[src/rtl/rv32v_vmem_sequencer_pkg.sv]
// Shared types for the vector memory sequencer: FSM states, element widths,
// the scalar load_type encoding driven to the load-store controller, and the
// eew -> load_type mapping.
package rv32v_vmem_sequencer_pkg;

  // Default maximum element count per instruction (power of two).
  localparam int unsigned VSEQ_VLMAX = 32;

  typedef enum logic [1:0] {
    StIdle,
    StAccess,
    StFin
  } vseq_state_t;

  // 2'b11 is an illegal element width and has no enumerator.
  typedef enum logic [1:0] {
    Eew8  = 2'b00,
    Eew16 = 2'b01,
    Eew32 = 2'b10
  } eew_t;

  // Scalar load/store size encoding as understood by the LSC.
  typedef enum logic [2:0] {
    LoadLb  = 3'b000,
    LoadLh  = 3'b001,
    LoadLw  = 3'b010,
    LoadLbu = 3'b100,
    LoadLhu = 3'b101
  } load_type_t;

  // Vector loads are never sign-extended; stores only need the size.
  function automatic load_type_t eew_to_load_type(input logic [1:0] eew,
                                                  input logic       is_store);
    load_type_t lt;
    lt = LoadLw;
    case (eew)
      Eew8:    lt = is_store ? LoadLb : LoadLbu;
      Eew16:   lt = is_store ? LoadLh : LoadLhu;
      default: lt = LoadLw;
    endcase
    return lt;
  endfunction

endpackage

[src/rtl/rv32v_vmem_sequencer_addr_gen.sv]
// Element address generator: holds the running element address and the
// latched stride, flags misaligned half/word elements and maps eew to the
// scalar load type.
module rv32v_vseq_addr_gen
  import rv32v_vmem_sequencer_pkg::*;
(
  input  logic        clk_i,
  input  logic        rst_i,
  input  logic        load_i,
  input  logic        adv_i,
  input  logic [31:0] base_i,
  input  logic [31:0] stride_i,
  input  logic [1:0]  eew_i,
  input  logic        is_store_i,
  output logic [31:0] addr_o,
  output logic        misaligned_o,
  output load_type_t  load_type_o
);

  logic [31:0] addr_d, addr_q;
  logic [31:0] stride_d, stride_q;

  // Next address: reload on launch, otherwise step by the (signed) stride.
  always_comb begin
    addr_d   = addr_q;
    stride_d = stride_q;
    if (load_i) begin
      addr_d   = base_i;
      stride_d = stride_i;
    end else if (adv_i) begin
      addr_d = addr_q + stride_q;  // wraps mod 2^32 by design
    end
  end

  // Address and stride registers.
  always_ff @(posedge clk_i) begin
    if (rst_i) begin
      addr_q   <= '0;
      stride_q <= '0;
    end else begin
      addr_q   <= addr_d;
      stride_q <= stride_d;
    end
  end

  // Natural alignment check for the current element.
  always_comb begin
    misaligned_o = 1'b0;
    case (eew_i)
      Eew16:   misaligned_o = addr_q[0];
      Eew32:   misaligned_o = |addr_q[1:0];
      default: misaligned_o = 1'b0;
    endcase
  end

  assign addr_o      = addr_q;
  assign load_type_o = eew_to_load_type(eew_i, is_store_i);

endmodule

[src/rtl/rv32v_vmem_sequencer.sv]
// Vector load/store sequencer: splits one vector memory instruction into
// scalar element accesses on the LSC, skipping masked-off elements and
// stopping at the first misaligned active element.
// Optional build macro: RV32V_VSEQ_PERF_EN adds stall/element perf counters.
module rv32v_vmem_sequencer
  import rv32v_vmem_sequencer_pkg::*;
#(
  parameter int unsigned VLMAX = VSEQ_VLMAX,
  parameter int unsigned IDX_W = $clog2(VLMAX)
) (
  input  logic             CLK,
  input  logic             RST,
  input  logic             start,
  input  logic             is_store,
  input  logic [31:0]      base_addr,
  input  logic [31:0]      stride,
  input  logic [1:0]       eew,
  input  logic [IDX_W:0]   vl,
  input  logic             vm,
  input  logic [VLMAX-1:0] vmask,
  input  logic             kill,
  input  logic [31:0]      store_data,
  input  logic             lsc_ready,
  input  logic [31:0]      lsc_dload,
  output logic             busy,
  output logic             done,
  output logic             fault,
  output logic [IDX_W-1:0] fault_idx,
  output logic [IDX_W-1:0] elem_idx,
  output logic             lsc_ren,
  output logic             lsc_wen,
  output logic [31:0]      lsc_addr,
  output logic [2:0]       lsc_load_type,
  output logic [31:0]      lsc_store_data,
  output logic             wb_en,
  output logic [IDX_W-1:0] wb_idx,
  output logic [31:0]      wb_data,
  output logic [31:0]      perf_stall_cnt,
  output logic [31:0]      perf_elem_cnt
);

  vseq_state_t state_d, state_q;

  logic [IDX_W-1:0] idx_d, idx_q;
  logic [IDX_W-1:0] fault_idx_d, fault_idx_q;
  logic [IDX_W:0]   vl_d, vl_q;
  logic [VLMAX-1:0] vmask_d, vmask_q;
  logic [1:0]       eew_d, eew_q;
  logic             vm_d, vm_q;
  logic             is_store_d, is_store_q;
  logic             fault_r_d, fault_r_q;
  logic             kill_d, kill_q;

  logic             active, req, req_out, last, kill_eff;
  logic             ag_load, ag_adv, ag_misaligned;
  logic [31:0]      ag_addr;
  load_type_t       ag_load_type;

  rv32v_vseq_addr_gen u_addr_gen (
    .clk_i        (CLK),
    .rst_i        (RST),
    .load_i       (ag_load),
    .adv_i        (ag_adv),
    .base_i       (base_addr),
    .stride_i     (stride),
    .eew_i        (eew_q),
    .is_store_i   (is_store_q),
    .addr_o       (ag_addr),
    .misaligned_o (ag_misaligned),
    .load_type_o  (ag_load_type)
  );

  // Per-element decode of the current ACCESS cycle.
  always_comb begin
    active   = vm_q | vmask_q[idx_q];
    req      = (state_q == StAccess) & active & ~ag_misaligned;
    req_out  = req & ~RST;
    last     = (({1'b0, idx_q} + 1'b1) == vl_q);
    // A kill seen while a request stalls is remembered until it completes.
    kill_eff = kill | kill_q;
  end

  // FSM state register.
  always_ff @(posedge CLK) begin
    if (RST) begin
      state_q <= StIdle;
    end else begin
      state_q <= state_d;
    end
  end

  // FSM next-state logic.
  always_comb begin
    state_d = state_q;
    unique case (state_q)
      StIdle: begin
        if (start) begin
          state_d = ((vl == '0) || (eew == 2'b11)) ? StFin : StAccess;
        end
      end
      StAccess: begin
        if (kill_eff && (!req || lsc_ready)) begin
          state_d = StIdle;
        end else if (active && ag_misaligned) begin
          state_d = StFin;
        end else if ((!active || lsc_ready) && last) begin
          state_d = StFin;
        end
      end
      StFin:   state_d = StIdle;
      default: state_d = StIdle;
    endcase
  end

  // Instruction context: latched on launch, stepped per completed element.
  always_comb begin
    idx_d       = idx_q;
    fault_idx_d = fault_idx_q;
    vl_d        = vl_q;
    vmask_d     = vmask_q;
    eew_d       = eew_q;
    vm_d        = vm_q;
    is_store_d  = is_store_q;
    fault_r_d   = fault_r_q;
    kill_d      = kill_q;
    ag_load     = 1'b0;
    ag_adv      = 1'b0;
    if ((state_q == StIdle) && start) begin
      idx_d       = '0;
      fault_idx_d = '0;
      vl_d        = vl;
      vmask_d     = vmask;
      eew_d       = eew;
      vm_d        = vm;
      is_store_d  = is_store;
      fault_r_d   = (eew == 2'b11);
      kill_d      = 1'b0;
      ag_load     = 1'b1;
    end else if (state_q == StAccess) begin
      if (kill && req && !lsc_ready) begin
        kill_d = 1'b1;
      end
      if (active && ag_misaligned) begin
        if (!kill_eff) begin
          fault_r_d   = 1'b1;
          fault_idx_d = idx_q;
        end
      end else if (!active || lsc_ready) begin
        idx_d  = idx_q + 1'b1;
        ag_adv = 1'b1;
      end
    end
  end

  // Context registers.
  always_ff @(posedge CLK) begin
    if (RST) begin
      idx_q       <= '0;
      fault_idx_q <= '0;
      vl_q        <= '0;
      vmask_q     <= '0;
      eew_q       <= '0;
      vm_q        <= 1'b0;
      is_store_q  <= 1'b0;
      fault_r_q   <= 1'b0;
      kill_q      <= 1'b0;
    end else begin
      idx_q       <= idx_d;
      fault_idx_q <= fault_idx_d;
      vl_q        <= vl_d;
      vmask_q     <= vmask_d;
      eew_q       <= eew_d;
      vm_q        <= vm_d;
      is_store_q  <= is_store_d;
      fault_r_q   <= fault_r_d;
      kill_q      <= kill_d;
    end
  end

  // FSM outputs; requests drop in the same cycle RST is raised.
  always_comb begin
    busy           = (state_q == StAccess);
    done           = (state_q == StFin) & ~RST;
    fault          = (state_q == StFin) & ~RST & fault_r_q;
    fault_idx      = fault_idx_q;
    elem_idx       = idx_q;
    lsc_ren        = req_out & ~is_store_q;
    lsc_wen        = req_out & is_store_q;
    lsc_addr       = req_out ? ag_addr : '0;
    lsc_load_type  = ag_load_type;
    lsc_store_data = store_data;
    wb_en          = req_out & ~is_store_q & lsc_ready;
    wb_idx         = idx_q;
    wb_data        = lsc_dload;
  end

`ifdef RV32V_VSEQ_PERF_EN
  logic [31:0] stall_cnt_d, stall_cnt_q;
  logic [31:0] elem_cnt_d, elem_cnt_q;

  // Free-running perf counters, cleared only by RST.
  always_comb begin
    stall_cnt_d = stall_cnt_q + {31'b0, req & ~lsc_ready};
    elem_cnt_d  = elem_cnt_q + {31'b0, req & lsc_ready};
  end

  // Perf counter registers.
  always_ff @(posedge CLK) begin
    if (RST) begin
      stall_cnt_q <= '0;
      elem_cnt_q  <= '0;
    end else begin
      stall_cnt_q <= stall_cnt_d;
      elem_cnt_q  <= elem_cnt_d;
    end
  end

  assign perf_stall_cnt = stall_cnt_q;
  assign perf_elem_cnt  = elem_cnt_q;
`else
  assign perf_stall_cnt = '0;
  assign perf_elem_cnt  = '0;
`endif

endmodule
[config.mk]
export PLATFORM = sky130hd
export DESIGN_NAME = rv32v_vmem_sequencer
export DESIGN_NICKNAME = d
export VERILOG_FILES = /design/src/rtl/rv32v_vmem_sequencer_pkg.sv /design/src/rtl/rv32v_vmem_sequencer_addr_gen.sv /design/src/rtl/rv32v_vmem_sequencer.sv
export SDC_FILE = /design/constraint.sdc
export NUM_CORES = 1
export LEC_CHECK = 0
export BUFFER_PORTS_ARGS = -buffer_cell sky130_fd_sc_hd__buf_2
export CAP_MARGIN = 20
export CORE_ASPECT_RATIO = 0.6
export CORE_MARGIN = 2
export CORE_UTILIZATION = 52
export CTS_CLUSTER_DIAMETER = 50
export DETAILED_ROUTE_END_ITERATION = 10
export PLACE_DENSITY = 0.87
export SYNTH_ARGS = -nofsm -noshare
export SYNTH_HDL_FRONTEND = slang
export SYNTH_HIERARCHICAL = 1
export SYNTH_SLANG_ARGS = --single-unit
[constraint.sdc]
create_clock -name CLK -period 4.6 [get_ports CLK]
set_input_delay 0.23 -clock CLK [delete_from_list [all_inputs] [get_ports CLK]]
set_output_delay 0.23 -clock CLK [all_outputs]
set_load 0.05 [all_outputs]
==> flow_summary.toml, run 1 <==
[status]
status = "complete, no violations"

[run]
maxCapViolCount = 0

[cts]
hold_buffers = 0
clk-insertion-delay-late_ns = 0.41
cts_setup_buffers = 0
clock_path_buffers = 2
cts_max_level = 4
cts.clk_slew.worst_paths_ns = 0.07
cts.sinks = 120
cts_tree = "done"
root_buffer = "clkbuf_16"
numCtsBuffers = 17
cts_resized = 0

[die]
num_io_pins = 359
coreArea_um2 = 15300
die-height_um = 101
die_area_um2 = 16700
rows = 35
die_w_um = 165
initial_core_util_pct = 53.1

[yosys]
ys.flop_type = "dfxtp_1"
syn_area_um2 = 8140
synthCells = 1013
synth-edff-count = 0
async_flop_share_pct = 0
synth.ff_latch_count = 120
ys_warn_count = 6
ys_seq_area_share_pct = 29.5
avgSynthCellArea_um2 = 8.03
ys_types = 66

[worst_setup_path]
cp-start-kind = "flop"
crit_required_ns = 4.37
reg2reg_slack_ns = 0.96
crit_fanout = 20
critical_path_class = "reg -> out"
end_kind = "output port"
cp.arrival_ns = 3.83

[route]
drt_pass1_iterations = 5
highest-signal-layer = "met4"
ant_nets = 0
wl_per_cell_um = 16.7
avgViaCountPerCell = 5.42
wl_met3_um = 2040
wl_um = 21600
drc_errors = 0
wl_met2_um = 8560
drt_iter0_drc = 701
vias = 7025
m1WireLength_um = 10700

[global_route]
grt_pass1_vias = 6262
overflow = 0
grt_util_all_layers_pct = 25.5
grt_first_pass_wirelength_um = 33300
antenna_found_initial = 0
grt_max_degree = 69

[finish]
area_delta_synth_final_pct = 9.01
drive_gt1_share_pct = 23.9
nNetsFinal = 1291
final_cell_count_no_fill = 1296
diodes = 0
final_common_cell = "buf_2"
final_cell_mix = "165 x buf_2, 133 x nand2_1, 120 x dfxtp_1"

[placed_design]
dp_hpwl_um = 16200
numPortBuffers = 166
dp.cells = 1264
gp_congestion = 0.937

[sta]
slew_violations = 0
hold_violations = 0
period_needed_ns = 4.06
fin_tns_setup_ns = 0
tightestPinTransition_ns = 0.833
fin_hold_ws_ns = 0.0452
final-setup-viol-count = 0
fmax_ghz = 0.246
post-route-period-util_pct = 88.4
rsz0062_at_grt = "false"
slew_headroom_pct = 44.5
clock_skew_ns = 0.0153

[min_path]
min_path_type = "in -> reg"

[power_and_ir_drop]
fin_total_pwr_mw = 3.33
p_leak_nw = 4.06
ir_worst_vdd_mv = 0.238
powerDensity_nw_per_um2 = 375
==> power breakdown <==
part           internal, mW  switching [mW]
clock network         0.823           0.553
registers              1.12          0.0707
logic                 0.257           0.503
==> sequential cells by signal, indices dropped and copies added (netlist names) <==
name                 cells
vl_q                     6
vmask_q                 32
fault_r_q                1
u_addr_gen/stride_q     32
fault_idx                5
kill_q                   1
state_q                  2
vm_q                     1
eew_q                    2
u_addr_gen/addr_o       32
is_store_q               1
elem_idx                 5
==> synth_stat cells, types with 3 or more instances <==
cell type | instances | share of area [%]
nor3b_1 | 11 | 1.0
o21bai_1 | 5 | 0.46
a221oi_1 | 8 | 0.86
nand2b_1 | 9 | 0.69
nand2_1 | 133 | 6.1
mux4_2 | 6 | 1.7
xnor2_1 | 23 | 2.5
dfxtp_1 | 120 | 30
a21oi_1 | 112 | 6.9
a211oi_1 | 10 | 0.92
nand3_1 | 16 | 0.98
or4_1 | 3 | 0.28
xor2_1 | 13 | 1.4
mux2_2 | 5 | 0.69
nor3_1 | 9 | 0.55
nor2b_1 | 5 | 0.38
o21ai_0 | 29 | 1.8
a21o_1 | 13 | 1.2
and3_1 | 3 | 0.23
a2111oi_0 | 4 | 0.43
inv_1 | 19 | 0.88
buf_6 | 5 | 0.69
ha_1 | 35 | 5.4
a31oi_1 | 10 | 0.77
o21a_1 | 5 | 0.46
o22ai_1 | 6 | 0.46
nand4_1 | 5 | 0.38
buf_1 | 11 | 0.51
buf_4 | 133 | 12
and2_4 | 31 | 3.3
mux2i_1 | 40 | 4.9
and2_1 | 5 | 0.38
nor2_1 | 89 | 4.1
o31ai_1 | 7 | 0.65
clkbuf_1 | 35 | 1.6
==> cells by family (layout without fill, tap and decap cells) <==
group / count (synthesis) / after routing / synth area share (%)
mux: 51 / 51 / 7.27
compound gates: 232 / 232 / 17.8
buf+inv: 207 / 224 / 16.3
other cells: 1 / 64 / 0.0461
xor+xnor: 36 / 36 / 3.88
flops: 120 / 120 / 29.5
fa+ha+maj: 36 / 36 / 5.63
simple gates: 330 / 330 / 19.6
==> metal layers <==
| layer | up-vias | track usage [%] |
|---|---|---|
| li1 | 3438 | - |
| met1 | 3226 | 38.4 |
| met2 | 325 | 34.4 |
| met3 | 36 | 7.94 |
| met4 | 0 | 7.10 |
| met5 | - | 0 |
==> area by class of cell <==
| cell class | count | area (um2) |
|---|---|---|
| flip-flops and latches | 120 | 2400 |
| well taps | 203 | 254 |
| repair buffers | 172 | 878 |
| fillers | 1459 | 6460 |
| inverters | 20 | 77.6 |
| clock buffers | 17 | 425 |
| multi-input cells | 749 | 4650 |
| clock inverters | 15 | 180 |
==> per-stage QoR <==
stage | setup WS [ns] | area [um2] | util, %
2_1_floorplan | 1.24 | 8370 | -
3_3_place_gp | 1.11 | 8260 | 53.9
3_5_place_dp | 0.948 | 8260 | 53.9
4_1_cts | 0.510 | 8870 | 57.9
5_1_grt | 0.228 | 8870 | 57.9
6_report | 0.536 | 8870 | 57.9
==> worst max-delay path, stage by stage (launching register included) <==
cell      delay [ns]
dfxtp_1         0.85
mux4_2          0.36
mux2i_1         0.12
o221ai_2        0.34
and2_4          0.24
and3b_1         0.71
buf_4           0.36
and2_4          0.17
buf_2           0.25
==> final timing paths <==
kind,start,end,cells after the start
min,vmask[31],vmask_q[31],3
max reg2reg,elem_idx[0],u_addr_gen/addr_o[31],10
min reg2reg,vmask_q[11],vmask_q[11],2
max,elem_idx[0],lsc_addr[23],8
Note: power is estimated with default switching activity, not from simulation.
==> inputs of run 2 (changes only) <==
--- a/config.mk
+++ b/config.mk
@@ -12,7 +12,7 @@
 export CORE_UTILIZATION = 52
 export CTS_CLUSTER_DIAMETER = 50
 export DETAILED_ROUTE_END_ITERATION = 10
-export PLACE_DENSITY = 0.87
+export PLACE_DENSITY = 0.84
 export SYNTH_ARGS = -nofsm -noshare
 export SYNTH_HDL_FRONTEND = slang
 export SYNTH_HIERARCHICAL = 1
==> constraint.sdc (replaced) <==
create_clock -name CLK -period 4.6 [get_ports CLK]
set_input_delay 0.23 -clock CLK [delete_from_list [all_inputs] [get_ports CLK]]
set_output_delay 0.23 -clock CLK [all_outputs]
set_load 0.1 [all_outputs]
==> flow_summary.toml, run 2 (synthesis gave the netlist of run 1 again) <==
[status]
status = "complete, no violations"

[cts]
cts.sinks = 120
cts_tree = "done"
clock_path_buffers = 2
numCtsBuffers = 17
clk-insertion-delay-late_ns = 0.41
root_buffer = "clkbuf_16"
hold_buffers = 0
cts_max_level = 4
cts.clk_slew.worst_paths_ns = 0.07
cts_setup_buffers = 0
cts_resized = 0

[sta]
clock_skew_ns = 0.0116
fmax_ghz = 0.262
fin_hold_ws_ns = 0.0560
rsz0062_at_grt = "false"
post-route-period-util_pct = 83.0
final-setup-viol-count = 0
hold_violations = 0
period_needed_ns = 3.82
slew_headroom_pct = 37.7
tightestPinTransition_ns = 0.929
fin_tns_setup_ns = 0
slew_violations = 0

[finish]
fin_area_um2 = 8850
nNetsFinal = 1292
seqCellArea_um2 = 2400
final_common_cell = "buf_2"
area_delta_synth_final_pct = 8.81
multiInputGateArea_um2 = 4650
drive_gt1_share_pct = 23.9
n_fill_cell = 1471
final_util_pct = 57.8
final_cell_mix = "165 x buf_2, 133 x nand2_1, 120 x dfxtp_1"
diodes = 0

[min_path]
hold_depth = 3
min_path_type = "in -> reg"

[worst_setup_path]
cp.arrival_ns = 3.59
crit_fanout = 30
critical_path_class = "reg -> out"
crit_required_ns = 4.37
cp-start-kind = "flop"
r2r_cells = 8
end_kind = "output port"

[power_and_ir_drop]
fin_total_pwr_mw = 3.40
ir_worst_vdd_mv = 0.218
p_leak_nw = 4.04
powerDensity_nw_per_um2 = 385

[route]
wl_per_cell_um = 16.1
ant_nets = 0
vias = 7061
drt_pass1_iterations = 5
drc_errors = 0
avgViaCountPerCell = 5.44
drt_iter0_drc = 556
wl_um = 20900

[placed_design]
numPortBuffers = 166
gp_congestion = 0.904
place_area_um2 = 8270
dp_hpwl_um = 15600

[die]
rows = 35
coreArea_um2 = 15300
die_w_um = 165
die_area_um2 = 16700
num_io_pins = 359
initial_core_util_pct = 53.1
die-height_um = 101

[global_route]
grt_util_all_layers_pct = 24.5
antenna_found_initial = 0
grt_max_degree = 75
grt_pass1_vias = 6123
overflow = 0
grt_first_pass_wirelength_um = 32200

[run]
maxCapViolCount = 0
[run 2: worst max-delay path, stage by stage, from the launching register on]
cell and delay (ns):
dfxtp_1 0.77, buf_4 0.25, mux4_2 0.22, mux2i_1 0.10, o221ai_2 0.34, and2_4 0.24, and3b_1 0.25, buf_4 0.38
and2_4 0.21, buf_2 0.42
[run 2: final cells by class]
class	instances	share of cell area, %
multi-input combinational	749	52.5
sequential	120	27.1
timing repair buffer	173	10.0
clock buffer	17	4.80
tap	203	2.87
clock inverter	15	1.77
inverter	20	0.876
[run 2: worst paths after layout]
path                                   from                     to  slack [ns]
worst min register to register  vmask_q[22]            vmask_q[22]        0.46
worst max-delay path            elem_idx[0]           lsc_addr[11]        0.78
worst min-delay path               vmask[8]             vmask_q[8]        0.06
worst max register to register  elem_idx[0]  u_addr_gen/addr_o[12]        1.14
[run 2: through the flow]
stage | setup WS (ns) | cells
after detailed placement | 1.17 | 1265
after floorplan | 0.632 | 1076
after global routing | 0.531 | 1297
after global placement | 1.31 | 1265
final | 0.781 | 1297
after CTS | 0.735 | 1297
[run 2: report_power, final]
part	leakage, nW	switching [mW]	internal [mW]
clock network	0.278	0.543	0.766
logic	2.78	0.644	0.258
registers	0.986	0.0707	1.12
total	4.04	1.26	2.15
[run 2: layer usage]
metal  track usage, %  wire (um)  vias up  share of wire [%]
met5                0          0        -                  0
met4             7.16        361        0                1.7
met3             5.64       1880       32                9.0
met2             33.8       8470      333                 40
met1             37.4      10200     3259                 49
li1                 -          -     3437                  -
